===== src/rtl/alu_arbiter_if.sv =====
// alu_arbiter_if
// Request, ALU-side and result-side signals of alu_arbiter, bundled as one port.
// slave  : the arbiter's view (offers in, grants out, ALU inputs out, results out).
// master : the view of the surrounding issue lanes, ALU and writeback consumer.
interface alu_arbiter_if;
  // issue lanes
  logic [1:0]  req_valid;
  logic [1:0]  req_ready;
  logic [11:0] req_op0;
  logic [11:0] req_op1;
  logic [15:0] req_a0;
  logic [15:0] req_b0;
  logic [15:0] req_a1;
  logic [15:0] req_b1;
  logic [4:0]  req_imm0;
  logic [4:0]  req_imm1;
  logic [1:0]  req_isimm;
  // shared ALU
  logic [11:0] alu_signals;
  logic [15:0] alu_op1;
  logic [15:0] alu_op2;
  logic [4:0]  alu_immx;
  logic        alu_isimm;
  logic [15:0] alu_result;
  // result stream
  logic        res_valid;
  logic        res_ready;
  logic [15:0] res_data;
  logic        res_lane;
  logic        op_err;

  modport slave (
    input  req_valid, req_op0, req_op1, req_a0, req_b0, req_a1, req_b1,
           req_imm0, req_imm1, req_isimm, alu_result, res_ready,
    output req_ready, alu_signals, alu_op1, alu_op2, alu_immx, alu_isimm,
           res_valid, res_data, res_lane, op_err
  );

  modport master (
    output req_valid, req_op0, req_op1, req_a0, req_b0, req_a1, req_b1,
           req_imm0, req_imm1, req_isimm, alu_result, res_ready,
    input  req_ready, alu_signals, alu_op1, alu_op2, alu_immx, alu_isimm,
           res_valid, res_data, res_lane, op_err
  );
endinterface


===== src/rtl/alu_arbiter.sv =====
// alu_arbiter
// Shares one fixed-latency ALU between two issue lanes. At most one one-hot op
// is granted per cycle, its fields are registered onto the ALU inputs, a tag
// follows it through the ALU latency, and the result is queued with its lane in
// a small FIFO. Issue is credit-limited so every issued op owns a FIFO slot by
// the time its result appears, which lets the ALU run without back-pressure.
//
// Build option: define ALU_ARB_FIXED_PRIO_EN to give lane 0 priority whenever
// both lanes are eligible (no round-robin pointer is built). Default build is
// round-robin.
module alu_arbiter #(
  parameter int LAT   = 2,   // ALU cycles from input presentation to result
  parameter int DEPTH = 4    // result FIFO entries, must be >= LAT
) (
  input logic          clk,
  input logic          rst,
  alu_arbiter_if.slave bus
);

  // Wide enough for inflight + fifo_count and for DEPTH itself.
  localparam int CW = $clog2(DEPTH + LAT + 2);
  localparam int PW = (DEPTH > 1) ? $clog2(DEPTH) : 1;

  function automatic logic is_onehot(input logic [11:0] v);
    return (v != 12'd0) && ((v & (v - 12'd1)) == 12'd0);
  endfunction

  function automatic logic [CW-1:0] count_ones(input logic [LAT:0] v);
    logic [CW-1:0] c;
    c = '0;
    for (int i = 0; i <= LAT; i++) begin
      c = c + CW'(v[i]);
    end
    return c;
  endfunction

  // Circular pointer step; also correct for non-power-of-two depths.
  function automatic logic [PW-1:0] ptr_inc(input logic [PW-1:0] p);
    if (p == PW'(DEPTH - 1)) begin
      return '0;
    end else begin
      return p + PW'(1);
    end
  endfunction

  // ---------------------------------------------------------------------------
  // Per-lane views of the request fields
  // ---------------------------------------------------------------------------
  logic [1:0][11:0] op_s;
  logic [1:0][15:0] a_s;
  logic [1:0][15:0] b_s;
  logic [1:0][4:0]  imm_s;

  assign op_s  = {bus.req_op1,  bus.req_op0};
  assign a_s   = {bus.req_a1,   bus.req_a0};
  assign b_s   = {bus.req_b1,   bus.req_b0};
  assign imm_s = {bus.req_imm1, bus.req_imm0};

  // ---------------------------------------------------------------------------
  // State
  // ---------------------------------------------------------------------------
  logic [11:0]      alu_signals_q;
  logic [15:0]      alu_op1_q;
  logic [15:0]      alu_op2_q;
  logic [4:0]       alu_immx_q;
  logic             alu_isimm_q;

  // Stage 0 lines up with the cycle the op sits on the ALU inputs; stage LAT
  // lines up with the cycle its result is on alu_result.
  logic [LAT:0]     trk_vld_q;
  logic [LAT:0]     trk_lane_q;

  logic [15:0]      fifo_data_q [DEPTH];
  logic [DEPTH-1:0] fifo_lane_q;
  logic [PW-1:0]    wr_ptr_q, wr_ptr_d;
  logic [PW-1:0]    rd_ptr_q, rd_ptr_d;
  logic [CW-1:0]    fifo_cnt_q, fifo_cnt_d;

  logic [1:0]       bad_seen_q;
  logic [1:0][11:0] bad_op_q;
  logic             op_err_q;

`ifndef ALU_ARB_FIXED_PRIO_EN
  logic             last_q;
`endif

  // ---------------------------------------------------------------------------
  // Combinational decode
  // ---------------------------------------------------------------------------
  logic [1:0]    valid_s;
  logic [1:0]    bad_s;
  logic [1:0]    new_err_s;
  logic [CW-1:0] inflight_s;
  logic          credit_s;
  logic [1:0]    elig_s;
  logic          gnt_s;
  logic          win_s;
  logic [1:0]    ready_s;
  logic          res_valid_s;
  logic          push_s;
  logic          pop_s;

  // Split each lane's offer into well-formed and malformed; a malformed op only
  // reports an error on the first cycle it is seen unchanged.
  always_comb begin
    valid_s   = 2'b00;
    bad_s     = 2'b00;
    new_err_s = 2'b00;
    for (int n = 0; n < 2; n++) begin
      if (bus.req_valid[n]) begin
        if (is_onehot(op_s[n])) begin
          valid_s[n] = 1'b1;
        end else begin
          bad_s[n]     = 1'b1;
          new_err_s[n] = !(bad_seen_q[n] && (bad_op_q[n] == op_s[n]));
        end
      end else begin
        valid_s[n] = 1'b0;
      end
    end
  end

  // Credit uses registered occupancy only, so a pop frees a slot next cycle.
  assign inflight_s = count_ones(trk_vld_q);
  assign credit_s   = (inflight_s + fifo_cnt_q) < CW'(DEPTH);
  assign elig_s     = (rst || !credit_s) ? 2'b00 : valid_s;

  // Pick the winning lane among the eligible ones.
  always_comb begin
    gnt_s = 1'b0;
    win_s = 1'b0;
    case (elig_s)
      2'b01: begin
        gnt_s = 1'b1;
        win_s = 1'b0;
      end
      2'b10: begin
        gnt_s = 1'b1;
        win_s = 1'b1;
      end
      2'b11: begin
        gnt_s = 1'b1;
`ifdef ALU_ARB_FIXED_PRIO_EN
        win_s = 1'b0;
`else
        win_s = ~last_q;
`endif
      end
      default: begin
        gnt_s = 1'b0;
        win_s = 1'b0;
      end
    endcase
  end

  assign ready_s     = gnt_s ? (win_s ? 2'b10 : 2'b01) : 2'b00;
  assign res_valid_s = (fifo_cnt_q != '0);
  assign pop_s       = res_valid_s && bus.res_ready;
  assign push_s      = trk_vld_q[LAT];

  // FIFO pointer and occupancy next state; simultaneous push and pop holds the count.
  always_comb begin
    wr_ptr_d   = push_s ? ptr_inc(wr_ptr_q) : wr_ptr_q;
    rd_ptr_d   = pop_s  ? ptr_inc(rd_ptr_q) : rd_ptr_q;
    fifo_cnt_d = fifo_cnt_q;
    case ({push_s, pop_s})
      2'b10:   fifo_cnt_d = fifo_cnt_q + CW'(1);
      2'b01:   fifo_cnt_d = fifo_cnt_q - CW'(1);
      default: fifo_cnt_d = fifo_cnt_q;
    endcase
  end

  // ---------------------------------------------------------------------------
  // Sequential logic
  // ---------------------------------------------------------------------------

`ifndef ALU_ARB_FIXED_PRIO_EN
  // Round-robin pointer: remembers the last granted lane; starts at 1 so lane 0 wins first.
  always_ff @(posedge clk) begin
    if (rst) begin
      last_q <= 1'b1;
    end else if (gnt_s) begin
      last_q <= win_s;
    end else begin
      last_q <= last_q;
    end
  end
`endif

  // Register the winner's fields onto the ALU inputs; idle cycles present a zero op.
  always_ff @(posedge clk) begin
    if (rst) begin
      alu_signals_q <= 12'd0;
      alu_op1_q     <= 16'd0;
      alu_op2_q     <= 16'd0;
      alu_immx_q    <= 5'd0;
      alu_isimm_q   <= 1'b0;
    end else if (gnt_s) begin
      alu_signals_q <= op_s[win_s];
      alu_op1_q     <= a_s[win_s];
      alu_op2_q     <= b_s[win_s];
      alu_immx_q    <= imm_s[win_s];
      alu_isimm_q   <= bus.req_isimm[win_s];
    end else begin
      alu_signals_q <= 12'd0;
      alu_op1_q     <= 16'd0;
      alu_op2_q     <= 16'd0;
      alu_immx_q    <= 5'd0;
      alu_isimm_q   <= 1'b0;
    end
  end

  // Carry a valid/lane tag alongside each op through the ALU latency.
  always_ff @(posedge clk) begin
    if (rst) begin
      trk_vld_q  <= '0;
      trk_lane_q <= '0;
    end else begin
      trk_vld_q  <= {trk_vld_q[LAT-1:0],  gnt_s};
      trk_lane_q <= {trk_lane_q[LAT-1:0], win_s};
    end
  end

  // Result FIFO storage and pointers; reset discards everything queued.
  always_ff @(posedge clk) begin
    if (rst) begin
      for (int i = 0; i < DEPTH; i++) begin
        fifo_data_q[i] <= 16'd0;
      end
      fifo_lane_q <= '0;
      wr_ptr_q    <= '0;
      rd_ptr_q    <= '0;
      fifo_cnt_q  <= '0;
    end else begin
      if (push_s) begin
        fifo_data_q[wr_ptr_q] <= bus.alu_result;
        fifo_lane_q[wr_ptr_q] <= trk_lane_q[LAT];
      end else begin
        fifo_lane_q <= fifo_lane_q;
      end
      wr_ptr_q   <= wr_ptr_d;
      rd_ptr_q   <= rd_ptr_d;
      fifo_cnt_q <= fifo_cnt_d;
    end
  end

  // Track malformed offers per lane and pulse op_err once per new malformed op.
  always_ff @(posedge clk) begin
    if (rst) begin
      bad_seen_q <= 2'b00;
      bad_op_q   <= '0;
      op_err_q   <= 1'b0;
    end else begin
      bad_seen_q <= bad_s;
      bad_op_q   <= op_s;
      op_err_q   <= |new_err_s;
    end
  end

  // ---------------------------------------------------------------------------
  // Outputs
  // ---------------------------------------------------------------------------
  assign bus.req_ready   = ready_s;
  assign bus.alu_signals = alu_signals_q;
  assign bus.alu_op1     = alu_op1_q;
  assign bus.alu_op2     = alu_op2_q;
  assign bus.alu_immx    = alu_immx_q;
  assign bus.alu_isimm   = alu_isimm_q;
  assign bus.res_valid   = res_valid_s;
  assign bus.res_data    = fifo_data_q[rd_ptr_q];
  assign bus.res_lane    = fifo_lane_q[rd_ptr_q];
  assign bus.op_err      = op_err_q;

endmodule


===== src/flat_wrapper.sv =====
// flat-port wrapper written by rule: the top's interface ports become plain ports
module alu_arbiter_flat 
#(
  parameter int LAT   = 2,                                                  
  parameter int DEPTH = 4                                          
)
  (clk, rst, bus_req_valid, bus_req_op0, bus_req_op1, bus_req_a0, bus_req_b0, bus_req_a1, bus_req_b1, bus_req_imm0, bus_req_imm1, bus_req_isimm, bus_alu_result, bus_res_ready, bus_req_ready, bus_alu_signals, bus_alu_op1, bus_alu_op2, bus_alu_immx, bus_alu_isimm, bus_res_valid, bus_res_data, bus_res_lane, bus_op_err);
  alu_arbiter_if bus_i ();
  input logic clk;
  input logic rst;
  input wire logic [$bits(bus_i.req_valid)-1:0] bus_req_valid;
  input wire logic [$bits(bus_i.req_op0)-1:0] bus_req_op0;
  input wire logic [$bits(bus_i.req_op1)-1:0] bus_req_op1;
  input wire logic [$bits(bus_i.req_a0)-1:0] bus_req_a0;
  input wire logic [$bits(bus_i.req_b0)-1:0] bus_req_b0;
  input wire logic [$bits(bus_i.req_a1)-1:0] bus_req_a1;
  input wire logic [$bits(bus_i.req_b1)-1:0] bus_req_b1;
  input wire logic [$bits(bus_i.req_imm0)-1:0] bus_req_imm0;
  input wire logic [$bits(bus_i.req_imm1)-1:0] bus_req_imm1;
  input wire logic [$bits(bus_i.req_isimm)-1:0] bus_req_isimm;
  input wire logic [$bits(bus_i.alu_result)-1:0] bus_alu_result;
  input wire logic [$bits(bus_i.res_ready)-1:0] bus_res_ready;
  output wire logic [$bits(bus_i.req_ready)-1:0] bus_req_ready;
  output wire logic [$bits(bus_i.alu_signals)-1:0] bus_alu_signals;
  output wire logic [$bits(bus_i.alu_op1)-1:0] bus_alu_op1;
  output wire logic [$bits(bus_i.alu_op2)-1:0] bus_alu_op2;
  output wire logic [$bits(bus_i.alu_immx)-1:0] bus_alu_immx;
  output wire logic [$bits(bus_i.alu_isimm)-1:0] bus_alu_isimm;
  output wire logic [$bits(bus_i.res_valid)-1:0] bus_res_valid;
  output wire logic [$bits(bus_i.res_data)-1:0] bus_res_data;
  output wire logic [$bits(bus_i.res_lane)-1:0] bus_res_lane;
  output wire logic [$bits(bus_i.op_err)-1:0] bus_op_err;
  assign bus_i.req_valid = bus_req_valid;
  assign bus_i.req_op0 = bus_req_op0;
  assign bus_i.req_op1 = bus_req_op1;
  assign bus_i.req_a0 = bus_req_a0;
  assign bus_i.req_b0 = bus_req_b0;
  assign bus_i.req_a1 = bus_req_a1;
  assign bus_i.req_b1 = bus_req_b1;
  assign bus_i.req_imm0 = bus_req_imm0;
  assign bus_i.req_imm1 = bus_req_imm1;
  assign bus_i.req_isimm = bus_req_isimm;
  assign bus_i.alu_result = bus_alu_result;
  assign bus_i.res_ready = bus_res_ready;
  assign bus_req_ready = bus_i.req_ready;
  assign bus_alu_signals = bus_i.alu_signals;
  assign bus_alu_op1 = bus_i.alu_op1;
  assign bus_alu_op2 = bus_i.alu_op2;
  assign bus_alu_immx = bus_i.alu_immx;
  assign bus_alu_isimm = bus_i.alu_isimm;
  assign bus_res_valid = bus_i.res_valid;
  assign bus_res_data = bus_i.res_data;
  assign bus_res_lane = bus_i.res_lane;
  assign bus_op_err = bus_i.op_err;
  alu_arbiter #(.LAT(LAT), .DEPTH(DEPTH)) u_core (.clk(clk), .rst(rst), .bus(bus_i));
endmodule

===== config.mk =====
export PLATFORM = sky130hd
export DESIGN_NAME = alu_arbiter_flat
export DESIGN_NICKNAME = d
export VERILOG_FILES = /design/src/rtl/alu_arbiter_if.sv /design/src/rtl/alu_arbiter.sv /design/src/flat_wrapper.sv
export SDC_FILE = /design/constraint.sdc
export NUM_CORES = 1
export LEC_CHECK = 0
export CAP_MARGIN = 25
export CORE_ASPECT_RATIO = 0.6
export CORE_MARGIN = 5
export CORE_UTILIZATION = 35
export DETAILED_ROUTE_END_ITERATION = 10
export DONT_BUFFER_PORTS = 1
export SYNTH_ARGS = -nofsm -noshare
export SYNTH_HDL_FRONTEND = slang
export SYNTH_SLANG_ARGS = --single-unit

===== constraint.sdc =====
create_clock -name clk -period 2.25 [get_ports clk]
set_input_delay 0.225 -clock clk [delete_from_list [all_inputs] [get_ports clk]]
set_output_delay 0.225 -clock clk [all_outputs]
set_load 0.05 [all_outputs]

==> impl_metrics.py <==
metrics = {
    "outcome": {
        "status": "finished with violations",
        "violations": "negative setup slack",
    },
    "logic_synthesis": {
        "synth-compound-area-share": 0.07384,
        "synth.mux.area_fraction": 0.05600,
        "synth_fp_nets": 763,
        "ys_seq_area_frac": 0.5507,
        "synth_top_family_by_area": "simple AND/OR/NAND/NOR gates",
        "synth-async-reset-ratio": 0,
        "ys_types": 53,
        "synth_area_um2": 7015,
        "yosys_warnings": 0,
        "ys.flop_type": "dfxtp_1",
        "synth_edf_count": 64,
        "synthSimpleGateAreaFrac": 0.2220,
        "ys_ff_latch": 161,
        "avgSynthCellArea_um2": 11.10,
        "synthAdderAreaFrac": 0.02033,
        "synth_xor_area_frac": 0.03371,
        "synth_cells": 632,
    },
    "pwr": {
        "leakage_nw": 3.551,
        "p_per_area_nw_per_um2": 660.8,
        "ir_drop_mv": 0.5076,
        "p_int_w": 0.004867,
        "sw_frac_of_total": 0.2346,
        "p_comb_frac": 0.066,
        "seq_power_share": 0.490,
        "clock_power_share": 0.444,
        "p_sw_w": 0.001492,
    },
    "detailed_routing": {
        "drc": 0,
        "wirelength_um": 22050,
        "drtAntennaViolNets": 0,
        "dr.pass1.iters": 5,
        "viasPerCell": 5.405,
        "first_iter_violations": 479,
        "wl_per_cell_um": 21.14,
        "vias": 5637,
    },
    "place": {
        "gp_congestion": 0.8188,
        "place_area_um2": 7378,
        "place_ws_ps": -118.5,
        "place.port_buffers": 0,
        "dp_hpwl_um": 12370,
    },
    "clock_tree": {
        "h-tree-depth": 4,
        "cts_buffers": 17,
        "cts_tree": "built",
        "cts.sinks": 161,
        "cts_buffer_depth": 2,
        "clk_latency_ps": 420,
        "clkTransAtPathRegs_ps": 70,
        "root_buffer": "clkbuf_16",
    },
    "sta": {
        "period_minus_slack_ps": 2434,
        "period_share": 1.082,
        "rsz0062_at_grt": "yes",
        "final-max-slew-violation-count": 0,
        "setup_viol": 5,
        "hold_viol_final": 0,
        "tightest_slew_ps": 523.7,
        "worst_slack_ps": -183.5,
        "worst_clock_skew_ps": 11.95,
        "slew_headroom": 0.6418,
        "fmax_mhz": 410.9,
    },
    "cells_and_area": {
        "final_common_cell": "dlygate4sd3_1",
        "diodes": 0,
        "final_cell_mix": "dlygate4sd3_1 (120), nand3_1 (105), dfxtp_1 (93), edfxtp_1 (64), and2_1 (48)",
        "nFillCells": 1679,
        "fin_area_um2": 9623,
        "syn_to_final_growth_pct": 37.17,
        "drive_above_1_share": 0.2130,
        "nNetsFinal": 888,
    },
    "grt": {
        "grt_max_degree": 52,
        "track_usage": 0.1765,
        "grt_first_pass_wirelength_um": 31280,
        "overflow": 0,
        "antenna_found_initial": 0,
        "grt_pass1_vias": 5628,
    },
    "worst_setup_path": {
        "crit_fanout": 3,
        "crit_path_start_kind": "register",
        "path_cells": "ha_4 > ha_4 > a21oi_4 > buf_6 > a21oi_4 > or2_4 > nor4b_4 > nor2_4 > buf_12",
        "path_class": "register to output port",
        "critPathMaxStageDelay_ps": 340,
        "crit_path_end_kind": "output port",
        "cp_slowest_cell": "dfxtp_2",
        "required_ps": 2030,
        "arrival_ps": 2210,
    },
    "floorplan": {
        "die_w_um": 192.8,
        "rows": 40,
        "io_pins": 192,
        "core_area_um2": 19870,
        "fp.dieArea_um2": 23070,
        "initial_core_util": 0.3531,
        "dieHeight_um": 119.7,
    },
    "job": {
        "cap_violations": 0,
    },
    "worst_hold_path": {
        "hp-class": "input pin to register",
    },
}
[worst paths after layout]
kind,startpoint,slack (ps),cells after the start,end
max,u_core.trk_vld_q[0],-180,9,bus_req_ready[1]
min,bus_alu_result[6],20,1,u_core.fifo_data_q[0][6]
max reg2reg,u_core.trk_vld_q[0],-10,11,u_core.bus.alu_op1[14]
min reg2reg,u_core.trk_lane_q[1],440,1,u_core.trk_lane_q[2]
[registers in the layout, indices dropped and copies added, names as in the netlist, 4 cells and up, named ones only]
register / count
u_core.bad_op_q: 24
u_core.bus.alu_immx: 5
u_core.bus.alu_op1: 16
u_core.bus.alu_op2: 16
u_core.bus.alu_signals: 12
u_core.fifo_data_q: 64
u_core.fifo_lane_q: 4
[power by group through the flow]
stage                     combinational [W]  sequential [W]  clock, W
after floorplan                    0.000187         0.00318         0
after global placement             0.000198         0.00318         0
after detailed placement           0.000202         0.00318         0
after CTS                          0.000406         0.00312   0.00287
after global routing               0.000442         0.00312   0.00302
final                              0.000418         0.00312   0.00282
[worst max-delay path: cells and delay by family (launching register included)]
family,cells,cell delay [ps]
buffers and inverters,2,260
AOI/OAI and AO/OA,2,230
and+or+nand+nor,3,520
adders and majority gates,2,440
DFF,1,340
[cell type report]
| class | instances | area [um^2] | share of cell area |
|---|---|---|---|
| Inverter | 11 | 41.29 | 0.004291 |
| Timing Repair Buffer | 155 | 1674 | 0.1740 |
| Tap cell | 273 | 341.6 | 0.03550 |
| Multi-Input combinational cell | 411 | 3124 | 0.3247 |
| Clock buffer | 17 | 425.4 | 0.04421 |
| Sequential cell | 161 | 3869 | 0.4020 |
| Clock inverter | 15 | 147.6 | 0.01534 |
[layer usage]
layer | GRT usage | routed length (um)
met5 | 0 | 0
met4 | 0.06055 | 546
met3 | 0.07471 | 2552
met2 | 0.2826 | 10330
met1 | 0.2140 | 8621
[through the flow]
stage / util / setup TNS (ps) / total power (W) / hold slack, ps / cells
final: 0.4843 / -327.3 / 0.006359 / 24.16 / 1043
after global placement: 0.3713 / -463.6 / 0.003378 / 302.4 / 879
after CTS: 0.4649 / -422.4 / 0.006394 / 0.1222 / 1032
after detailed placement: 0.3713 / -4045 / 0.003385 / 303.9 / 879
after global routing: 0.4843 / -2097 / 0.006581 / 3.456 / 1043
after floorplan: - / -232.5 / 0.003363 / 353.2 / 632
[cells by family after synthesis]
family                   Yosys count
XOR/XNOR                          27
multiplexers                      18
AO/OA/AOI/OAI                     84
adder cells (fa/ha/maj)           11
AND/OR/NAND/NOR                  271
flip-flops                       161
buffers and inverters             60
[Yosys cell counts, types with 2 or more instances]
library cell  instances  area (um^2)
buf_2                14        70.07
a21oi_1              13        65.06
nor2_1               12        45.04
ha_1                  9        112.6
nand3_1             107        535.5
nand2_1              13        48.80
o31ai_1               4        30.03
and3_1               18        112.6
nor2b_1              30        187.7
or2_2                 5        31.28
o21ai_1              38        190.2
clkbuf_2              4        20.02
xnor2_1              10        87.58
or3_1                 3        18.77
nand4_1               4        25.02
and2_1               49        306.5
dfxtp_1              97         1942
inv_1                11        41.29
edfxtp_1             64         1922
o211ai_1              2        15.01
nor3_1                7        35.03
o21ai_2               8        70.07
mux4_2               17        382.9
buf_6                 7        78.83
xor2_1               17        148.9
o21ai_0               8        40.04
nand2b_1              3        18.77
nor4b_4               2        47.55
or4_4                 2        22.52
clkbuf_1             22        82.58
a2111oi_0             2        17.52
nor4_1                9        56.30
[repair_timing]
| action | in CTS | in global routing |
|---|---|---|
| endpoints found under the setup margin | 51 | 52 |
| setup buffers | 4 | 3 |
| resized for setup | 14 | 61 |
| hold buffers | 118 | 3 |
| hold endpoints to repair | 135 | 3 |
| pin swaps | 11 | 51 |
| gates cloned | 0 | 5 |
No activity file was read; power rests on OpenSTA's default activity.
